### src/rtl/hazard_unit.sv
// Hazard unit for the five-stage RISC-V core: forwarding selects, stall/flush strobes,
// shadow E/M/W destination state and saturating stall/flush event counters.
module hazard_unit #(
  parameter int CNT_W = 32
) (
  input  logic             clk_i,
  input  logic             rst_i,
  input  logic [4:0]       rs1D_i,
  input  logic [4:0]       rs2D_i,
  input  logic [4:0]       rdD_i,
  input  logic             RegWriteD_i,
  input  logic [1:0]       WriteSrcD_i,
  input  logic             PCSrcM_i,
  input  logic             DataBusyM_i,
  output logic [1:0]       ForwardAE_o,
  output logic [1:0]       ForwardBE_o,
  output logic             StallF_o,
  output logic             StallD_o,
  output logic             StallE_o,
  output logic             StallM_o,
  output logic             FlushD_o,
  output logic             FlushE_o,
  output logic             FlushM_o,
  output logic             FlushW_o,
  output logic [CNT_W-1:0] StallCount_o,
  output logic [CNT_W-1:0] FlushCount_o
);

  typedef enum logic [2:0] {
    MODE_RESET,
    MODE_BUSY,
    MODE_FLUSH,
    MODE_LOADUSE,
    MODE_NORMAL
  } mode_t;

  localparam logic [1:0] WS_ALU  = 2'b00;
  localparam logic [1:0] WS_LOAD = 2'b01;
  localparam logic [CNT_W-1:0] CNT_ONE = CNT_W'(1);
  localparam logic [CNT_W-1:0] CNT_MAX = '1;

  logic [4:0]       r_rs1E, r_rs2E, r_rdE, r_rdM, r_rdW;
  logic             r_RegWriteE, r_RegWriteM, r_RegWriteW;
  logic [1:0]       r_WriteSrcE, r_WriteSrcM;
  logic [CNT_W-1:0] r_stallCnt, r_flushCnt;

  logic             w_lu;
  logic [1:0]       w_fwdA, w_fwdB;
  mode_t            w_mode;

  assign w_lu = r_RegWriteE && (r_WriteSrcE == WS_LOAD) && (r_rdE != 5'd0) &&
                ((r_rdE == rs1D_i) || (r_rdE == rs2D_i));

  // Only ALU results are forwarded from M; loads and links in M are covered by lu / flush.
  always_comb begin
    w_fwdA = 2'b00;
    w_fwdB = 2'b00;
    if (r_RegWriteM && (r_rdM != 5'd0) && (r_rdM == r_rs1E) && (r_WriteSrcM == WS_ALU))
      w_fwdA = 2'b10;
    else if (r_RegWriteW && (r_rdW != 5'd0) && (r_rdW == r_rs1E))
      w_fwdA = 2'b01;
    if (r_RegWriteM && (r_rdM != 5'd0) && (r_rdM == r_rs2E) && (r_WriteSrcM == WS_ALU))
      w_fwdB = 2'b10;
    else if (r_RegWriteW && (r_rdW != 5'd0) && (r_rdW == r_rs2E))
      w_fwdB = 2'b01;
  end

  always_comb begin
    w_mode = MODE_NORMAL;
    if (rst_i)            w_mode = MODE_RESET;
    else if (DataBusyM_i) w_mode = MODE_BUSY;
    else if (PCSrcM_i)    w_mode = MODE_FLUSH;
    else if (w_lu)        w_mode = MODE_LOADUSE;
  end

  always_comb begin
    ForwardAE_o = w_fwdA;
    ForwardBE_o = w_fwdB;
    StallF_o = 1'b0;
    StallD_o = 1'b0;
    StallE_o = 1'b0;
    StallM_o = 1'b0;
    FlushD_o = 1'b0;
    FlushE_o = 1'b0;
    FlushM_o = 1'b0;
    FlushW_o = 1'b0;
    case (w_mode)
      MODE_RESET: begin
        ForwardAE_o = 2'b00;
        ForwardBE_o = 2'b00;
        FlushD_o = 1'b1;
        FlushE_o = 1'b1;
        FlushM_o = 1'b1;
        FlushW_o = 1'b1;
      end
      MODE_BUSY: begin
        StallF_o = 1'b1;
        StallD_o = 1'b1;
        StallE_o = 1'b1;
        StallM_o = 1'b1;
        FlushW_o = 1'b1;
      end
      MODE_FLUSH: begin
        FlushD_o = 1'b1;
        FlushE_o = 1'b1;
        FlushM_o = 1'b1;
      end
      MODE_LOADUSE: begin
        StallF_o = 1'b1;
        StallD_o = 1'b1;
        FlushE_o = 1'b1;
      end
      default: ;
    endcase
  end

  // Shadow state tracks the real pipeline registers, bubbles included.
  always_ff @(posedge clk_i) begin
    case (w_mode)
      MODE_RESET: begin
        r_rs1E <= 5'd0; r_rs2E <= 5'd0; r_rdE <= 5'd0;
        r_RegWriteE <= 1'b0; r_WriteSrcE <= 2'b00;
        r_rdM <= 5'd0; r_RegWriteM <= 1'b0; r_WriteSrcM <= 2'b00;
        r_rdW <= 5'd0; r_RegWriteW <= 1'b0;
        r_stallCnt <= '0;
        r_flushCnt <= '0;
      end
      MODE_BUSY: begin
        r_rdW <= 5'd0; r_RegWriteW <= 1'b0;
        if (r_stallCnt != CNT_MAX) r_stallCnt <= r_stallCnt + CNT_ONE;
      end
      MODE_FLUSH: begin
        r_rs1E <= 5'd0; r_rs2E <= 5'd0; r_rdE <= 5'd0;
        r_RegWriteE <= 1'b0; r_WriteSrcE <= 2'b00;
        r_rdW <= r_rdM; r_RegWriteW <= r_RegWriteM;
        r_rdM <= 5'd0; r_RegWriteM <= 1'b0; r_WriteSrcM <= 2'b00;
        if (r_flushCnt != CNT_MAX) r_flushCnt <= r_flushCnt + CNT_ONE;
      end
      MODE_LOADUSE: begin
        r_rdW <= r_rdM; r_RegWriteW <= r_RegWriteM;
        r_rdM <= r_rdE; r_RegWriteM <= r_RegWriteE; r_WriteSrcM <= r_WriteSrcE;
        r_rs1E <= 5'd0; r_rs2E <= 5'd0; r_rdE <= 5'd0;
        r_RegWriteE <= 1'b0; r_WriteSrcE <= 2'b00;
        if (r_stallCnt != CNT_MAX) r_stallCnt <= r_stallCnt + CNT_ONE;
      end
      default: begin
        r_rdW <= r_rdM; r_RegWriteW <= r_RegWriteM;
        r_rdM <= r_rdE; r_RegWriteM <= r_RegWriteE; r_WriteSrcM <= r_WriteSrcE;
        r_rs1E <= rs1D_i; r_rs2E <= rs2D_i; r_rdE <= rdD_i;
        r_RegWriteE <= RegWriteD_i; r_WriteSrcE <= WriteSrcD_i;
      end
    endcase
  end

  assign StallCount_o = r_stallCnt;
  assign FlushCount_o = r_flushCnt;

endmodule

### config.mk
export PLATFORM = sky130hd
export DESIGN_NAME = hazard_unit
export DESIGN_NICKNAME = d
export VERILOG_FILES = /design/src/rtl/hazard_unit.sv
export SDC_FILE = /design/constraint.sdc
export NUM_CORES = 1
export LEC_CHECK = 0
export ABC_AREA = 1
export BUFFER_PORTS_ARGS = -buffer_cell sky130_fd_sc_hd__buf_2
export CAP_MARGIN = 20
export CORE_AREA = 10 10 116 118
export DETAILED_ROUTE_END_ITERATION = 7
export DIE_AREA = 0 0 126 128
export GPL_TIMING_DRIVEN = 0
export MAX_ROUTING_LAYER = met4
export PLACE_DENSITY = 0.74
export SYNTH_ARGS = -nofsm -noshare
export SYNTH_HDL_FRONTEND = slang
export SYNTH_SLANG_ARGS = --single-unit
### constraint.sdc
create_clock -name clk_i -period 4.2 [get_ports clk_i]
set_input_delay 0.84 -clock clk_i [delete_from_list [all_inputs] [get_ports clk_i]]
set_output_delay 0.84 -clock clk_i [all_outputs]
set_load 0.1 [all_outputs]
# Word level (Yosys, flattened, before mapping)
# Index checks and enable logic that the tools add are counted.
[word_totals]
word_cells = 80
inputBits = 22
register_bits = 96
out_inout_bits = 76
[classes]
n_reduce_logical = 25
n_eq_ne = 14
n_mux = 27
n_addsub = 2
[op_table]
columns = ["cell", "n"]
rows = [
  ["32-bit one-hot mux with 2 select lines", 2],
  ["32-bit by 1-bit adder with 32-bit output, second input constant", 2],
  ["32-bit two-way mux", 2],
  ["32-bit inequality test, second input constant", 2],
  ["5-bit one-hot mux with 2 select lines", 4],
  ["5-bit == test", 6],
  ["5-bit nonzero test", 3],
  ["3-bit two-way mux", 4],
  ["1-bit logical AND", 11],
  ["2-bit two-way mux", 4],
  ["2-bit one-hot mux with 2 select lines", 2],
  ["1-bit two-way mux", 7],
  ["3-bit by 2-bit == test with 1-bit output, second input constant", 2],
  ["2-bit OR reduction", 3],
  ["1-bit one-hot mux with 2 select lines", 2],
  ["2-bit AND reduction", 2],
  ["2-bit nonzero test", 2],
  ["3-bit by 1-bit == test with 1-bit output, second input constant", 1],
  ["3-bit zero test", 1],
  ["3-bit OR reduction", 1],
  ["2-bit by 1-bit == test with 1-bit output, second input constant", 1],
  ["2-bit zero test", 1],
  ["2-bit by 1-bit inequality test with 1-bit output, second input constant", 1],
  ["2-bit inequality test, second input constant", 1],
  ["1-bit logical OR", 1],
]

# Logic depth before layout (Yosys ltp)
[depth]
ltp_word = 12
ltp_mapped = 11
mapped_depth_nobuf = 11

# Least setup slack after synthesis
# Ideal clock, no wire load.
[synth_path]
path_type = "input port to output port"
from = "input rst_i"
to = "output StallF_o"
path_stages = 5
t_required_ps = 3360
setup_slack_ps = 105
n_path_buf = 2
t_arrival_ps = 3255
path_cell_list = "buf_6 nor2_2 clkinv_1 nand2_2 buf_4"
[synth_via]
elab_chain_cells = 4
word_cells_on_any_way = 5
cone_classes = "eq/ne: 2; mux: 2; reduce/logical: 1"
[synth_rtl]
columns = ["item", "line", "text"]
rows = [
  ["start, declared", "7", "input logic rst_i,"],
  ["3-bit two-way mux *", "70", "if (rst_i) w_mode = MODE_RESET;"],
  ["3-bit by 2-bit == test with 1-bit output or 3-bit by 1-bit == test with 1-bit output (tied branches)", "n/a", ""],
  ["2-bit OR reduction (no line) *", "n/a", ""],
  ["1-bit two-way mux *", "n/a", ""],
  ["end, declared", "17", "output logic StallF_o,"],
]
# Mark *: on every way between the ends. The rest lies on a longest branch, timed or not.

# Worst setup path after layout
[layout_path]
from = "input DataBusyM_i"
to = "output StallF_o"
[layout_via]
elab_chain_cells = 5
word_cells_on_any_way = 6
cone_classes = "eq/ne: 2; mux: 3; reduce/logical: 1"
[layout_rtl]
columns = ["item", "line", "text"]
rows = [
  ["start, declared", "14", "input logic DataBusyM_i,"],
  ["3-bit two-way mux *", "71", "else if (DataBusyM_i) w_mode = MODE_BUSY;"],
  ["3-bit two-way mux *", "70", ""],
  ["3-bit by 2-bit == test with 1-bit output or 3-bit by 1-bit == test with 1-bit output (tied branches)", "87", "case (w_mode)"],
  ["2-bit OR reduction (no line) *", "n/a", ""],
  ["1-bit two-way mux *", "87", ""],
]
# Marked as above.

==> impl_metrics.yaml <==
sta:
  totalNegativeSetupSlack_ps: 0
  fmax_mhz: 308
  tightest_slew_ps: 767
  setup_viol: 0
  layout_min_cycle_time_ps: 3250
  relSlewSlack_pct: 48.7
  fin_worst_skew_ps: 6.02
  hold_violations: 0
  report.final.slew_viol_count: 0
  rsz0062_at_grt: "false"
  fin_crit_sh_pct: 77.3
placed_design:
  gp_congestion: 0.940
  placed_cells: 1001
  dp_hpwl_um: 12600
  portBuffers: 96
routing:
  vias_per_cell: 5.28
  vias: 5365
  wl_per_cell_um: 15.7
  drt-pass1-iter-count: 7
  drtIter0Drc: 362
  wirelength_um: 16000
  antenna_left: 0
  drc: 0
critical_path:
  start_kind: "input pin"
  crit_required_ps: 3360
  crit_top_cell: "buf_2"
  crit_path_cell_trace: "buf_2 > inv_1 > nor2_2 > clkinv_1 > nand2_2 > buf_4 > buf_2"
  cp.arrival_ps: 2410
  cp_max_fo: 11
  path_buf_inv: 5
  critPathKind: "in2out"
  path_delay_family: "buffers and inverters"
  cp-end-kind: "output port"
  slowest_stage: "buf_2"
  slowest_delay_ps: 410
clock_network:
  tritoncts: "done"
  postCtsSetupBuffers: 0
  cts_hold_buffers: 0
  clock-root-buffer: "clkbuf_16"
  clk_path_buf_depth: 2
  path_clk_slew_ps: 70
  cts_made_buffers: 9
  cts_sinks: 96
  cts_resized: 0
  clk_latency_ps: 350
  htree_num_levels: 3
final_layout:
  diodes: 0
  final_nets: 893
  drive_gt1_share_pct: 20.6
  syn2layout_area_growth_pct: 17.3
  finalNonFillerCells: 1017
status:
  status: "finished, final reports clean"
grt:
  grtUsageTotal_pct: 20.1
  grt_max_degree: 36
  grt_pass1_vias: 5398
  antenna_found_initial: 0
  grt.overflow.total: 0
  grt_pass1_wl_um: 25900
synth:
  syn_area_per_cell_um2: 7.90
  synth_top_flop_cell: "edfxtp_1"
  synth_compound_area_share_pct: 6.30
  yosysMostFrequentCell: "nand2_1"
  synth_commonest_cells: "199 x nand2_1, 115 x nor2_1, 106 x inv_1"
  syn_area_um2: 6000
  synthDistinctLibCells: 42
  synth_xor_area_share_pct: 4.67
  ys_seq_area_share_pct: 47.0
  synth_simple_gate_area_share_pct: 32.7
  synthTopCellsByArea: "edfxtp_1 45%, nand2_1 12%, nor2_1 7.2%, inv_1 6.6%, a21oi_1 3.4%"
  synth_top_cell_by_area: "edfxtp_1"
  synth_fa_ha_area_share_pct: 0.417
  synth_top_area_share_pct: 45.0
  synth_top_family_by_area: "simple AND/OR/NAND/NOR gates"
  synthArstFlopShare_pct: 0
  synth_edf_count: 90
  synth_fp_nets: 784
  muxShareOfSynthArea_pct: 0
  synth_seq_cells: 96
  yosys_warnings: 0
  synth_cells: 760
pwr:
  power_frac_clock_pct: 32.7
  p_sw_share_pct: 35.1
  peakVddDrop_uv: 247
  p_switching_w: 0.000930
  intPower_w: 0.00172
  power.density_nw_per_um2: 376
  leakagePower_nw: 3.01
  combPwrFrac_pct: 22.3
  pwr-share-seq_pct: 45.0
die:
  rows: 39
  die_w_um: 126
  io_pins: 98
  start_util_pct: 53.5
  core_area_um2: 11200
  dieHeight_um: 128
  die-area_um2: 16100
min_path:
  hp-class: "reg2reg"
job:
  cap_viol_max_count: 0
-- power by group through the flow --
| stage | registers (W) | logic (W) | clock network, W |
|---|---|---|---|
| floorplan | 0.00148 | 0.000201 | 0 |
| global placement | 0.00121 | 0.000579 | 0 |
| detailed placement | 0.00121 | 0.000592 | 0 |
| CTS | 0.00119 | 0.000594 | 0.000878 |
| global route | 0.00120 | 0.000626 | 0.000917 |
| finish | 0.00119 | 0.000590 | 0.000867 |
-- cell usage in the layout, fill, tap and decap left out, types with 2 or more instances in the layout --
cell type  count
inv_1        106
nor2_4         6
buf_4          3
inv_6          2
nor3_1        24
a21oi_2        3
nand3_1       32
a21oi_1       41
nor2_2        16
inv_2          8
nor3_2         6
a21boi_0       2
edfxtp_1      90
a211oi_1       3
nand2_4        3
dfxtp_1        6
nand3_2        3
xor2_1        17
nand2_2        5
nand3b_1      13
nand4_1        7
nor2_1       115
nand2_1      199
buf_2        100
xnor2_1       15
buf_6          4
ha_1           2
clkbuf_16      9
o21ai_0       12
-- registers in the layout, indices dropped and copies added, names as in the netlist --
| signal | flops |
|---|---|
| r_rdE | 5 |
| r_RegWriteM | 1 |
| StallCount_o | 32 |
| r_rs2E | 5 |
| r_WriteSrcE | 2 |
| r_WriteSrcM | 2 |
| r_rdW | 5 |
| r_rdM | 5 |
| r_RegWriteE | 1 |
| r_RegWriteW | 1 |
| FlushCount_o | 32 |
| r_rs1E | 5 |
-- tightest hold or removal path, delay by kind of cell (launching register included) --
kind | cells | cell delay (ps)
buf+inv | 1 | 50
simple gates | 1 | 100
flops | 1 | 380
-- stage by stage --
stage | hold WS (ps) | worst slack, ps | utilization [%] | instance area (µm²) | power (W)
after CTS | 562 | 940 | 62.7 | 7040 | 0.00266
after detailed placement | 550 | 957 | 59.9 | 6720 | 0.00180
final | 561 | 952 | 62.7 | 7040 | 0.00265
after global routing | 591 | 798 | 62.7 | 7040 | 0.00274
after global placement | 530 | -152 | 59.4 | 6660 | 0.00179
after floorplan | 465 | 105 | - | 6000 | 0.00168
-- kinds of logic after synthesis --
logic type,count (synthesis)
AND/OR/NAND/NOR,433
buffers and inverters,129
flip-flops,96
AO/OA/AOI/OAI,68
XOR/XNOR,32
adder cells (fa/ha/maj),2
-- path summary, 6_finish.rpt --
path	start	end	slack [ps]	cells after the start
max	DataBusyM_i	StallF_o	950	7
min	r_RegWriteM$_SDFFCE_PP0N_	r_RegWriteW$_SDFF_PP0_	560	2
max reg2reg	StallCount_o[0]$_SDFFCE_PN0P_	StallCount_o[3]$_SDFFCE_PN0P_	1500	9
min reg2reg	r_RegWriteM$_SDFFCE_PP0N_	r_RegWriteW$_SDFF_PP0_	560	2
-- area by class of cell --
type	count	area, µm²
timing repair buffer	98	528
fill	980	4190
buffer	12	91.3
clock buffer	10	239
multi-input combinational	535	2660
tap	143	179
clock inverter	6	75.1
inverter	117	443
sequential	96	2820
-- routing by layer --
| metal | GRT usage (%) | share of wire, % |
|---|---|---|
| met5 | - | 0 |
| met4 | 8.84 | 2.7 |
| met3 | 3.52 | 5.8 |
| met2 | 34.1 | 50 |
| met1 | 22.9 | 41 |
Power figures use the tool's default switching activity.
